File: config.mk
export PLATFORM = sky130hd
export DESIGN_NAME = sram_arbiter_n
export DESIGN_NICKNAME = d
export VERILOG_FILES = /design/src/rtl/sram_arbiter_n.sv
export SDC_FILE = /design/constraint.sdc
export NUM_CORES = 1
export LEC_CHECK = 0
export CAP_MARGIN = 20
export CORE_MARGIN = 2
export CORE_UTILIZATION = 24
export CTS_CLUSTER_SIZE = 12
export DETAILED_ROUTE_END_ITERATION = 16
export SYNTH_ARGS = -nofsm -noshare
export SYNTH_HDL_FRONTEND = slang
export SYNTH_SLANG_ARGS = --single-unit
File: constraint.sdc
create_clock -name clk -period 4.2 [get_ports clk]
set_input_delay 0.84 -clock clk [delete_from_list [all_inputs] [get_ports clk]]
set_output_delay 0.84 -clock clk [all_outputs]
set_load 0.02 [all_outputs]
File: src/rtl/sram_arbiter_n.sv
`timescale 1ns/1ps
// sram_arbiter_n
//   Funnels NUM_PORTS independent requesters into the single-request SRAM
//   controller port. One transaction is in flight at a time:
//   IDLE -> ISSUE -> WAIT -> DONE -> IDLE. Arbitration is round-robin
//   (ARB_MODE 0) or fixed priority with port 0 highest (ARB_MODE 1). A
//   watchdog aborts a grant stuck in WAIT for TIMEOUT_CYC cycles (0 = off).
// Ports
//   clk, rst_n            SRAM clock, synchronous active-low reset
//   p_req/p_wr            per-port request level and write select
//   p_addr/p_wdata        packed per-port address / write data
//   p_rdata               shared read data, valid with p_done
//   p_done/p_err          one-cycle completion / abort pulse to the owner
//   grant                 one-hot current owner, zero in IDLE
//   m_req/m_wr/m_rd       one-cycle request and strobes to the controller
//   m_addr/m_wdata        latched address / write data of the owner
//   m_rdata/m_valid       controller read data and completion pulse
//   m_busy                controller cannot accept a request
module sram_arbiter_n #(
    parameter int unsigned NUM_PORTS   = 4,
    parameter int unsigned ADDR_WIDTH  = 16,
    parameter int unsigned DATA_WIDTH  = 16,
    parameter int unsigned ARB_MODE    = 0,
    parameter int unsigned TIMEOUT_CYC = 64
) (
    input  logic                            clk,
    input  logic                            rst_n,
    input  logic [NUM_PORTS-1:0]            p_req,
    input  logic [NUM_PORTS-1:0]            p_wr,
    input  logic [NUM_PORTS*ADDR_WIDTH-1:0] p_addr,
    input  logic [NUM_PORTS*DATA_WIDTH-1:0] p_wdata,
    output logic [DATA_WIDTH-1:0]           p_rdata,
    output logic [NUM_PORTS-1:0]            p_done,
    output logic [NUM_PORTS-1:0]            p_err,
    output logic [NUM_PORTS-1:0]            grant,
    output logic                            m_req,
    output logic                            m_wr,
    output logic                            m_rd,
    output logic [ADDR_WIDTH-1:0]           m_addr,
    output logic [DATA_WIDTH-1:0]           m_wdata,
    input  logic [DATA_WIDTH-1:0]           m_rdata,
    input  logic                            m_valid,
    input  logic                            m_busy
);

    localparam int unsigned IW      = (NUM_PORTS > 1) ? $clog2(NUM_PORTS) : 1;
    localparam int unsigned CW      = (TIMEOUT_CYC > 2) ? $clog2(TIMEOUT_CYC) : 1;
    localparam int unsigned TO_LAST = (TIMEOUT_CYC == 0) ? 0 : TIMEOUT_CYC - 1;

    typedef enum logic [1:0] {
        S_IDLE,
        S_ISSUE,
        S_WAIT,
        S_DONE
    } state_t;

    state_t                 state;
    state_t                 next_state;

    logic [NUM_PORTS-1:0]   grant_r;
    logic [IW-1:0]          gidx_r;
    logic [IW-1:0]          ptr;
    logic [ADDR_WIDTH-1:0]  addr_r;
    logic [DATA_WIDTH-1:0]  wdata_r;
    logic                   wr_r;
    logic [DATA_WIDTH-1:0]  rdata_r;
    logic [CW-1:0]          wd_cnt;
    logic                   err_r;

    logic [IW-1:0]          win_idx;
    logic                   win_hit;
    logic [IW:0]            rr_sum;
    logic [IW-1:0]          rr_cand;
    logic [ADDR_WIDTH-1:0]  sel_addr;
    logic [DATA_WIDTH-1:0]  sel_wdata;
    logic                   sel_wr;
    logic                   timeout_hit;

    // Winner selection. Round-robin walks upward from ptr with wrap, which
    // for non-power-of-two port counts needs an explicit modulo step.
    always_comb begin
        win_idx = '0;
        win_hit = 1'b0;
        rr_sum  = '0;
        rr_cand = '0;
        if (ARB_MODE == 0) begin
            for (int unsigned k = 0; k < NUM_PORTS; k++) begin
                rr_sum = {1'b0, ptr} + (IW+1)'(k);
                if (rr_sum >= (IW+1)'(NUM_PORTS))
                    rr_sum = rr_sum - (IW+1)'(NUM_PORTS);
                rr_cand = rr_sum[IW-1:0];
                if (!win_hit && p_req[rr_cand]) begin
                    win_idx = rr_cand;
                    win_hit = 1'b1;
                end
            end
        end else begin
            for (int unsigned i = 0; i < NUM_PORTS; i++) begin
                if (!win_hit && p_req[i]) begin
                    win_idx = IW'(i);
                    win_hit = 1'b1;
                end
            end
        end
    end

    always_comb begin
        sel_addr  = '0;
        sel_wdata = '0;
        sel_wr    = 1'b0;
        for (int unsigned i = 0; i < NUM_PORTS; i++) begin
            if (win_idx == IW'(i)) begin
                sel_addr  = p_addr[i*ADDR_WIDTH +: ADDR_WIDTH];
                sel_wdata = p_wdata[i*DATA_WIDTH +: DATA_WIDTH];
                sel_wr    = p_wr[i];
            end
        end
    end

    assign timeout_hit = (TIMEOUT_CYC != 0) && (wd_cnt == CW'(TO_LAST));

    // State register
    always_ff @(posedge clk) begin
        if (!rst_n)
            state <= S_IDLE;
        else
            state <= next_state;
    end

    // Next-state logic
    always_comb begin
        next_state = state;
        case (state)
            S_IDLE:  if (win_hit && !m_busy) next_state = S_ISSUE;
            S_ISSUE: next_state = S_WAIT;
            S_WAIT:  if (m_valid || timeout_hit) next_state = S_DONE;
            S_DONE:  next_state = S_IDLE;
            default: next_state = S_IDLE;
        endcase
    end

    // Transaction datapath: owner, latched request, watchdog and pointer
    always_ff @(posedge clk) begin
        if (!rst_n) begin
            grant_r <= '0;
            gidx_r  <= '0;
            ptr     <= '0;
            addr_r  <= '0;
            wdata_r <= '0;
            wr_r    <= 1'b0;
            rdata_r <= '0;
            wd_cnt  <= '0;
            err_r   <= 1'b0;
        end else begin
            case (state)
                S_IDLE: begin
                    if (win_hit && !m_busy) begin
                        grant_r <= NUM_PORTS'(1) << win_idx;
                        gidx_r  <= win_idx;
                        addr_r  <= sel_addr;
                        wdata_r <= sel_wdata;
                        wr_r    <= sel_wr;
                        err_r   <= 1'b0;
                    end
                end
                S_ISSUE: wd_cnt <= '0;
                S_WAIT: begin
                    // m_valid takes precedence over a coincident timeout
                    if (m_valid)
                        rdata_r <= m_rdata;
                    else if (timeout_hit)
                        err_r <= 1'b1;
                    else
                        wd_cnt <= wd_cnt + 1'b1;
                end
                S_DONE: begin
                    grant_r <= '0;
                    if (ARB_MODE == 0)
                        ptr <= (gidx_r == IW'(NUM_PORTS - 1)) ? '0 : gidx_r + 1'b1;
                end
                default: ;
            endcase
        end
    end

    // Output decode
    always_comb begin
        m_req  = (state == S_ISSUE);
        m_wr   = (state == S_ISSUE) &&  wr_r;
        m_rd   = (state == S_ISSUE) && !wr_r;
        p_done = (state == S_DONE) ? grant_r : '0;
        p_err  = (state == S_DONE && err_r) ? grant_r : '0;
    end

    assign grant   = grant_r;
    assign m_addr  = addr_r;
    assign m_wdata = wdata_r;
    assign p_rdata = rdata_r;

endmodule
## After elaboration in Yosys (flattened, before gate mapping)

Index checks and enable logic that the tools add are counted.

- $add $sub $neg: 9
- Equal/unequal tests: 13
- Reduce and logical (&&, ||, !) cells: 24
- $lt $le $gt $ge: 8
- Multiplexer cells: 47
- Shift operators: 1

Operators with widths:

| kind | number |
|---|---|
| two-way mux 16 bit | 8 |
| two-way mux 2 bit | 11 |
| two-way mux 1 bit | 15 |
| less-than comparator 2 x 3 -> 1 bit, second input constant | 4 |
| two-way mux 4 bit | 3 |
| two-way mux 6 bit | 2 |
| one-hot mux 6 bit (2 select lines) | 1 |
| equality test 2 bit, second input constant | 5 |
| != test 2 bit, second input constant | 5 |
| >= comparator 3 bit, second input constant | 3 |
| binary-select mux 1 bit (select 2 bit) | 4 |
| one-hot mux 2 bit (4 select lines) | 1 |
| one-hot mux 4 bit (2 select lines) | 1 |
| AND reduction 2 bit | 4 |
| subtractor 2 x 1 -> 2 bit, second input constant | 4 |
| logical AND 1 bit | 7 |
| adder 2 x 2 -> 3 bit, second input constant | 2 |
| adder 6 x 1 -> 6 bit, second input constant | 1 |
| equality test 6 bit, second input constant | 1 |
| nonzero test 2 bit | 3 |
| zero test 1 bit | 5 |
| equality test 2 x 1 -> 1 bit, second input constant | 2 |
| zero test 2 bit | 2 |
| AND reduction 4 bit | 1 |
| other kinds (7) | 7 |

- Register bits after elaboration: 66
- Bits of input ports: 156
- Output and inout port bits: 63
- Word-level logic and storage cells: 112

## Depth between registers and ports, before layout

Gate-level depths: netlist of run 1.

- Depth after elaboration: 19
- Gate-level depth with buffers: 9
- Mapped depth without buffers: 7

## Worst setup path after synthesis of run 1

Ideal clock, no wire load.

- Kind: input port to flip-flop
- From: input p_req[2]
- To: register addr_r[0], in the netlist m_addr[0]
- Path buffers: 2
- Data required time: 4.072 ns
- Stages: 6
- Setup time: 0.128 ns
- Data arrival time: 2.006 ns
- Path slack: 2.066 ns
- Cell sequence: or4_4 -> nand4_1 -> or2_2 -> buf_2 -> buf_4 -> o211ai_1

- Cells in the longest elaborated chain, start to end: 17
- Elaborated cells between the ends (all ways): 32
- Those cells by class: 3 x eq/ne; 20 x mux; 9 x reduce/logical

RTL lines:

| element | line | RTL |
|---|---|---|
| start, declared | 28 | `input logic [NUM_PORTS-1:0] p_req,` |
| binary-select mux 1 bit (select 2 bit) | 92 | `if (!win_hit && p_req[rr_cand]) begin` |
| two-way mux 1 bit (not written as such) | 92 |  |
| two-way mux 1 bit | 92 |  |
| zero test 1 bit | 92 |  |
| logical AND 1 bit | 92 |  |
| two-way mux 1 bit | 92 |  |
| zero test 1 bit | 92 |  |
| logical AND 1 bit | 92 |  |
| two-way mux 1 bit | 92 |  |
| zero test 1 bit | 92 |  |
| logical AND 1 bit | 92 |  |
| two-way mux 2 bit | 92 |  |
| zero test 2 bit | 112 | `if (win_idx == IW'(i)) begin` |
| two-way mux 16 bit (4 in series) | 112 |  |
| end signal, assigned | 160 | `addr_r <= sel_addr;` |
| end, declared | 63 | `logic [ADDR_WIDTH-1:0] addr_r;` |

Parallel ways exist; a longest one is shown, timed or not. The select of a mux whose other input is x is not followed.
A chain may end at the register's enable or synchronous reset.

## Worst setup path in the final report of run 1

- From: register state[0]
- To: output p_err[2]

- Cells in the longest elaborated chain, start to end: 3

RTL lines:

| element | line | RTL |
|---|---|---|
| start, declared | 57 | `state_t state;` |
| start signal, assigned | 127 | `state <= next_state;` |
| equality test 2 bit | 192 | `p_err = (state == S_DONE && err_r) ? grant_r : '0;` |
| logical AND 1 bit | 192 |  |
| two-way mux 4 bit | 192 |  |
| end, declared | 34 | `output logic [NUM_PORTS-1:0] p_err,` |

Every way passes these cells.

==> results.yml, run 1 <==
power_and_ir_drop:
  total_power_uw: 2510
  ir_drop_mv: 0.210
  p_leak_uw: 0.00236
  power_density_nw_per_um2: 394
timing:
  fin_setup_tns_ns: 0
  timing.final.crit_period_ns: 2.85
  clock_skew_ns: 0.00557
  relSlewSlack_pct: 48.4
  final_max_slew_viol_count: 0
  hold_viol: 0
  tightest_slew_ns: 0.774
  max_freq_mhz: 351
  fin_crit_sh_pct: 67.9
  setup_viol: 0
  rsz0062_at_grt: "false"
detailed_routing:
  drc: 0
  first_pass_iters: 4
  ant_nets: 0
  vias: 3868
  viasPerCell: 4.53
  wl_um: 12800
  drt_iter0_markers: 159
  routedWlPerCell_um: 15.0
cts:
  clockBufferDepth: 2
  cts-hold-fix-buffers: 0
  ctsResizeCount: 0
  clk_pin_slew_ns: 0.06
  clock_sinks: 66
  root_buffer: "clkbuf_16"
  cts_setup_buffers: 0
  cts_buffers: 9
  htreeDepth: 3
  clkLatencyLatePin_ns: 0.32
  cts_tree: "built"
floorplan:
  pin_count: 219
  fp-row-count: 45
  die_x_um: 129
  dieArea_um2: 16600
  initial_core_util_pct: 24.6
  design.core.area_um2: 15300
  die_h_um: 129
placement:
  place.gp.congestion: 0.760
  dp_hpwl_um: 9460
  io_buffers: 218
  placed_area_um2: 6040
setup_path:
  critPathMaxFanout: 12
  crit_arrival_ns: 2.01
  crit_family: "buffers and inverters"
  worst-path-buf-inv: 1
  required_ns: 3.36
  slowest_delay_ns: 0.61
  crit_path_start: "state[0]$_SDFFE_PN0P_"
  cp_slowest_cell: "clkdlybuf4s50_1"
  worst_setup_path_start_kind: "register"
  rr_startpoint: "state[0]$_SDFFE_PN0P_"
  crit_chain: "ha_1, and3_1, clkdlybuf4s50_1"
  endpoint_kind: "output pin"
  path_class: "register to output pin"
global_route:
  grt_use_total_pct: 15.0
  grt_max_degree: 68
  grt-ovfl-total: 0
  grt_pass1_vias: 3781
  grt_pass1_wl_um: 19600
  grt_antenna_before_repair: 0
finish:
  final_common_cell: "clkdlybuf4s50_1"
  nets: 800
  final_cell_mix: "218 x clkdlybuf4s50_1, 71 x nand2_1, 66 x dfxtp_1"
  fin_util_pct: 41.7
  drive_above_1_share_pct: 5.29
  syn_to_final_growth_pct: 69.8
  antenna_cells: 0
  fillCellCount: 1547
  finalInstanceArea_um2: 6370
synthesis:
  syn_inst: 441
  ys_seq_area_share_pct: 35.2
  synth-seq-cells: 66
  synth_edf_count: 0
  syn-num-nets: 603
  syn_area_per_cell_um2: 8.50
  synth_area_um2: 3750
  yosysUniqueCellTypes: 43
  yosysWarnings: 0
  yosys_most_used_dff: "dfxtp_1"
  synthArstFlopShare_pct: 0
min_path:
  hold_path_class: "register to register"
  hp-start: "p_rdata[8]$_SDFFE_PN0P_"
outcome:
  status: "finished clean"
job:
  maxCapViolations: 0
## worst reg2reg max path: stages, from the launching register on
cell and delay [ns]:
dfxtp_1 0.38, inv_1 0.08, ha_1 0.30, and2_1 0.39, a211oi_2 0.46, nand4_1 0.18
xor2_1 0.16, nor2_1 0.05
## cell families (layout without fill, tap and decap cells)
| kind of cell | after synthesis | in the layout | share of synthesized area [%] |
|---|---|---|---|
| AO/OA/AOI/OAI | 133 | 133 | 25.1 |
| buffers and inverters | 43 | 245 | 5.71 |
| flip-flops | 66 | 66 | 35.2 |
| multiplexers | 37 | 37 | 9.88 |
| AND/OR/NAND/NOR | 152 | 152 | 21.1 |
| adder cells (fa/ha/maj) | 6 | 6 | 2.00 |
| XOR/XNOR | 4 | 4 | 0.934 |
## worst paths after layout
path                            slack, ns                       to  cells after the start
worst max-delay path                 1.35                 p_err[2]                      3
worst min-delay path                 0.46  p_rdata[8]$_SDFFE_PN0P_                      2
worst max register to register       2.08   wd_cnt[4]$_SDFFE_PN0P_                      7
worst min register to register       0.46  p_rdata[8]$_SDFFE_PN0P_                      2
## layout make-up
class	count	area [um2]	share of cell area, %
Inverter	7	26.3	0.413
Timing Repair Buffer	222	2210	34.7
Sequential cell	66	1320	20.8
Clock inverter	6	90.1	1.42
Tap cell	211	264	4.15
Clock buffer	10	239	3.75
Multi-Input combinational cell	332	2210	34.8
## power by group
part,internal [uW],total (uW),switching (uW)
logic,450,908,458
clock network,536,818,282
registers,726,782,56.2
total,1710,2510,796
## synth_stat cells, types with 2 or more instances
master | number | share of area (%)
nand2_1 | 71 | 7.1
dfxtp_1 | 66 | 35
a21boi_0 | 50 | 10
and3_1 | 39 | 6.5
mux2i_1 | 37 | 9.9
o211ai_1 | 33 | 6.6
o21ai_0 | 22 | 2.9
clkbuf_1 | 19 | 1.9
o21ai_1 | 14 | 1.9
and2_1 | 11 | 1.8
buf_4 | 10 | 2.0
inv_1 | 7 | 0.70
nor2_1 | 7 | 0.70
ha_1 | 6 | 2.0
buf_2 | 5 | 0.67
nand4_1 | 5 | 0.83
nor2b_1 | 4 | 0.67
xor2_1 | 4 | 0.93
nand2b_1 | 3 | 0.50
a32o_1 | 2 | 0.53
a32o_2 | 2 | 0.60
nand3_1 | 2 | 0.27
or2_2 | 2 | 0.33
## sequential cells by signal, summed over array words and instances (netlist names)
register,flops
err_r,1
gidx_r,2
grant,4
m_addr,16
m_wdata,16
p_rdata,16
ptr,2
state,2
wd_cnt,6
wr_r,1
## per-layer routing
layer / vias to the layer above / GRT usage (%) / share of wire, %
met3: 14 / 3.37 / 5.4
met4: 0 / 5.12 / 1.6
li1: 1977 / - / -
met5: - / 0 / 0
met2: 119 / 25.2 / 49
met1: 1758 / 19.0 / 44
## per-stage QoR
step                      hold slack [ns]  worst slack (ns)  instances
after global routing                0.480              1.22        854
after CTS                           0.468              1.31        854
after global placement              0.449              1.14        838
final                               0.461              1.35        854
after floorplan                     0.456              2.07        441
after detailed placement            0.460              1.11        838
(Power assumes the default switching activity.)
==> inputs of run 2 (changes only) <==
==> constraint.sdc (replaced) <==
create_clock -name clk -period 2.4 [get_ports clk]
set_input_delay 0.48 -clock clk [delete_from_list [all_inputs] [get_ports clk]]
set_output_delay 0.48 -clock clk [all_outputs]
set_load 0.02 [all_outputs]
==> run 2 against run 1 <==
Register-to-register slack worse by 1.6 ns. Design area up 3.6%. Die area unchanged. Global-route usage up 0.60 points. Hold slack worse by 0.0026 ns. Via count up 4.7%. Non-clock buffer count up 23. Count of clock-buffer cells in the layout down 1. Utilization up 1.5 points. Combinational power up 85%. Worst setup slack worse by 1.2 ns. Clock skew up 0.0023 ns. Critical path type unchanged.
==> results.yml, run 2 (synthesis results as in run 1) <==
finish:
  final_cell_mix: "218 x clkdlybuf4s50_1, 71 x nand2_1, 66 x dfxtp_1"
  fillCellCount: 1545
  final_common_cell: "clkdlybuf4s50_1"
  multi_input_area_um2: 2220
  finalInstanceArea_um2: 6590
  antenna_cells: 0
  regArea_um2: 1320
  drive_above_1_share_pct: 8.71
  nets: 823
  syn_to_final_growth_pct: 75.9
min_path:
  hp-start: "p_rdata[15]$_SDFFE_PN0P_"
  min_delay_worst_endpoint: "p_rdata[15]$_SDFFE_PN0P_"
  hold_path_class: "register to register"
  hold_depth: 2
setup_path:
  crit_path_start: "state[0]$_SDFFE_PN0P_"
  endpoint_kind: "output pin"
  required_ns: 1.92
  worst_setup_path_start_kind: "register"
  r2r_slack_ns: 0.47
  path_class: "register to output pin"
  rr_startpoint: "state[0]$_SDFFE_PN0P_"
  regToRegEndpoint: "wd_cnt[5]$_SDFFE_PN0P_"
  crit_arrival_ns: 1.77
  reg2reg_depth: 7
  critPathMaxFanout: 9
cts:
  cts_tree: "built"
  clockBufferDepth: 2
  htreeDepth: 3
  ctsResizeCount: 0
  cts_setup_buffers: 0
  clkLatencyLatePin_ns: 0.33
  clk_pin_slew_ns: 0.05
  clock_sinks: 66
  cts-hold-fix-buffers: 0
  cts_buffers: 9
  root_buffer: "clkbuf_16"
floorplan:
  dieArea_um2: 16600
  initial_core_util_pct: 24.6
  pin_count: 219
  die_h_um: 129
  design.core.area_um2: 15300
  fp-row-count: 45
  die_x_um: 129
detailed_routing:
  wl_um: 13200
  drt_iter0_markers: 132
  routedWlPerCell_um: 15.0
  first_pass_iters: 4
  vias: 4050
  drc: 0
  ant_nets: 0
  viasPerCell: 4.62
timing:
  final_max_slew_viol_count: 0
  fin_crit_sh_pct: 93.7
  timing.final.crit_period_ns: 2.25
  max_freq_mhz: 445
  fin_hold_ws_ns: 0.459
  tightest_slew_ns: 0.556
  layout_setup_ws_ns: 0.151
  setup_viol: 0
  relSlewSlack_pct: 62.9
  rsz0062_at_grt: "false"
  hold_viol: 0
  clock_skew_ns: 0.00792
placement:
  io_buffers: 218
  placed_area_um2: 6270
  place.gp.congestion: 0.780
  pre_cts_ws_ns: -0.0253
  dp_hpwl_um: 10500
global_route:
  grt_max_degree: 34
  grt_pass1_vias: 4080
  grt-ovfl-total: 0
  grt_pass1_wl_um: 20300
  grt_use_total_pct: 15.6
  grt_antenna_before_repair: 0
power_and_ir_drop:
  total_power_uw: 4460
  ir_drop_mv: 0.344
  power_density_nw_per_um2: 676
  p_leak_uw: 0.00248
outcome:
  status: "finished clean"
job:
  maxCapViolations: 0
[run 2: cell type report]
| cell class | instances | share of cell area (%) |
|---|---|---|
| clock buffer | 9 | 3.42 |
| inverter | 7 | 0.398 |
| sequential | 66 | 20.0 |
| tap | 211 | 4.00 |
| timing repair buffer | 245 | 37.1 |
| clock inverter | 7 | 1.42 |
| multi-input combinational | 332 | 33.6 |
[run 2: worst max path at each step]
stage | endpoint | slack (ns) | depth (start not counted)
after floorplan | wd_cnt[5]$_SDFFE_PN0P_ | 0.59 | 9
after global placement | wr_r$_SDFFE_PN0P_ | -0.03 | 8
after detailed placement | wr_r$_SDFFE_PN0P_ | -0.03 | 8
after CTS | p_err[2] | 0.06 | 3
after global routing | p_err[2] | 0.03 | 3
final | p_err[2] | 0.15 | 3
[run 2: metal layers]
layer | share of wire, % | track usage [%] | up-vias
met3 | 5.5 | 3.66 | 22
met4 | 2.8 | 6.97 | 0
met5 | 0 | 0 | -
met1 | 42 | 18.3 | 1887
li1 | - | - | 2020
met2 | 50 | 27.1 | 121
[run 2: power by group]
group	leakage [uW]	total, uW	switching [uW]	internal, uW
clock	0.000151	1410	502	907
combinational	0.00179	1680	813	865
sequential	0.000537	1370	104	1270
total	0.00248	4460	1420	3040
[run 2: per-stage QoR]
| step | util [%] | TNS (ns) | std cells |
|---|---|---|---|
| after floorplan | - | 0 | 441 |
| after global placement | 41.1 | -0.0280 | 861 |
| after detailed placement | 41.1 | -0.0253 | 861 |
| after CTS | 43.2 | 0 | 877 |
| after global routing | 43.2 | 0 | 877 |
| final | 43.2 | 0 | 877 |
[run 2: critical path: stages (launching register included)]
cell	delay, ns
dfxtp_1	0.40
ha_2	0.27
and3_1	0.18
clkdlybuf4s50_1	0.59
==> inputs of run 3 (changes only) <==
--- a/config.mk
+++ b/config.mk
@@ -10,6 +10,7 @@
 export CORE_UTILIZATION = 24
 export CTS_CLUSTER_SIZE = 12
 export DETAILED_ROUTE_END_ITERATION = 16
+export MAX_ROUTING_LAYER = met4
 export SYNTH_ARGS = -nofsm -noshare
 export SYNTH_HDL_FRONTEND = slang
 export SYNTH_SLANG_ARGS = --single-unit
==> run 3 against run 2 <==
Count of clock-buffer cells in the layout unchanged. Sequential cell count unchanged. Register-to-register slack about the same. Design area unchanged. Die area unchanged. Critical endpoint unchanged.
==> results.yml, run 3 (synthesis results as in run 1) <==
timing:
  setup_viol: 0
  hold_viol: 0
  relSlewSlack_pct: 62.9
  tightest_slew_ns: 0.555
  max_freq_mhz: 445
  timing.final.crit_period_ns: 2.25
  fin_crit_sh_pct: 93.7
  final_max_slew_viol_count: 0
  clock_skew_ns: 0.00745
  rsz0062_at_grt: "false"
detailed_routing:
  first_pass_iters: 4
  drt_iter0_markers: 143
  routedWlPerCell_um: 15.1
  drc: 0
  ant_nets: 0
  viasPerCell: 4.61
  vias: 4044
  wl_um: 13200
cts:
  cts-hold-fix-buffers: 0
  ctsResizeCount: 0
  clockBufferDepth: 2
  clk_pin_slew_ns: 0.05
  htreeDepth: 3
  cts_tree: "built"
  cts_buffers: 9
  clkLatencyLatePin_ns: 0.33
  cts_setup_buffers: 0
  root_buffer: "clkbuf_16"
  clock_sinks: 66
global_route:
  grt_use_total_pct: 16.1
  grt_pass1_wl_um: 20300
  grt_pass1_vias: 4087
  grt_antenna_before_repair: 0
  grt-ovfl-total: 0
  grt_max_degree: 34
placement:
  dp_hpwl_um: 10500
  io_buffers: 218
  placed_area_um2: 6270
  place.gp.congestion: 0.791
floorplan:
  fp-row-count: 45
  dieArea_um2: 16600
  die_x_um: 129
  pin_count: 219
  design.core.area_um2: 15300
  die_h_um: 129
  initial_core_util_pct: 24.6
setup_path:
  required_ns: 1.92
  critPathMaxFanout: 9
  crit_arrival_ns: 1.77
  worst_setup_path_start_kind: "register"
  endpoint_kind: "output pin"
  path_class: "register to output pin"
finish:
  syn_to_final_growth_pct: 75.9
  nets: 823
  regArea_um2: 1320
  fin_util_pct: 43.2
  drive_above_1_share_pct: 8.71
  final_cell_mix: "218 x clkdlybuf4s50_1, 71 x nand2_1, 66 x dfxtp_1"
  fillCellCount: 1545
  multi_input_area_um2: 2220
  antenna_cells: 0
  final_common_cell: "clkdlybuf4s50_1"
  finalInstanceArea_um2: 6590
min_path:
  hold_path_class: "register to register"
power_and_ir_drop:
  power_density_nw_per_um2: 677
  p_leak_uw: 0.00248
  ir_drop_mv: 0.346
outcome:
  status: "finished clean"
job:
  maxCapViolations: 0
## run 3: cell counts in the layout (fill, tap and decap cells not counted)
No cell type changed its count.
## run 3: layer usage
metal | up-vias | wire length (um) | GRT usage (%)
li1 | 2020 | - | -
met1 | 1871 | 5530 | 18.7
met2 | 128 | 6560 | 27.0
met3 | 25 | 729 | 3.33
met4 | 0 | 386 | 6.97
met5 | - | 0 | -
## run 3: critical path: stages (launching register included)
cell             delay, ns
dfxtp_1               0.40
ha_2                  0.27
and3_1                0.18
clkdlybuf4s50_1       0.59
## run 3: path summary, 6_finish.rpt
check	depth (start not counted)	slack, ns	from	endpoint
max	3	0.15	state[0]$_SDFFE_PN0P_	p_err[2]
max reg2reg	7	0.47	state[0]$_SDFFE_PN0P_	wd_cnt[5]$_SDFFE_PN0P_
min reg2reg	2	0.46	p_rdata[15]$_SDFFE_PN0P_	p_rdata[15]$_SDFFE_PN0P_
min	2	0.46	p_rdata[15]$_SDFFE_PN0P_	p_rdata[15]$_SDFFE_PN0P_
## run 3: final cells by class
cell class,count,share of cell area (%)
repair buffers,245,37.1
multi-input cells,332,33.6
flip-flops and latches,66,20.0
well taps,211,4.00
clock buffers,9,3.42
clock inverters,7,1.42
inverters,7,0.398
## run 3: power breakdown
part	switching, uW	internal, uW	total (uW)
combinational	813	865	1680
sequential	104	1270	1370
clock	506	907	1410
total	1420	3040	4470
## run 3: stage by stage
stage	std cells	hold WS, ns	worst slack [ns]	TNS [ns]	power [uW]
2_1_floorplan	441	0.456	0.592	0	2260
3_3_place_gp	861	0.452	-0.0280	-0.0280	3060
3_5_place_dp	861	0.455	-0.0253	-0.0253	3090
4_1_cts	877	0.463	0.0627	0	4540
5_1_grt	877	0.486	0.0338	0	4730
6_report	877	0.459	0.151	0	4470
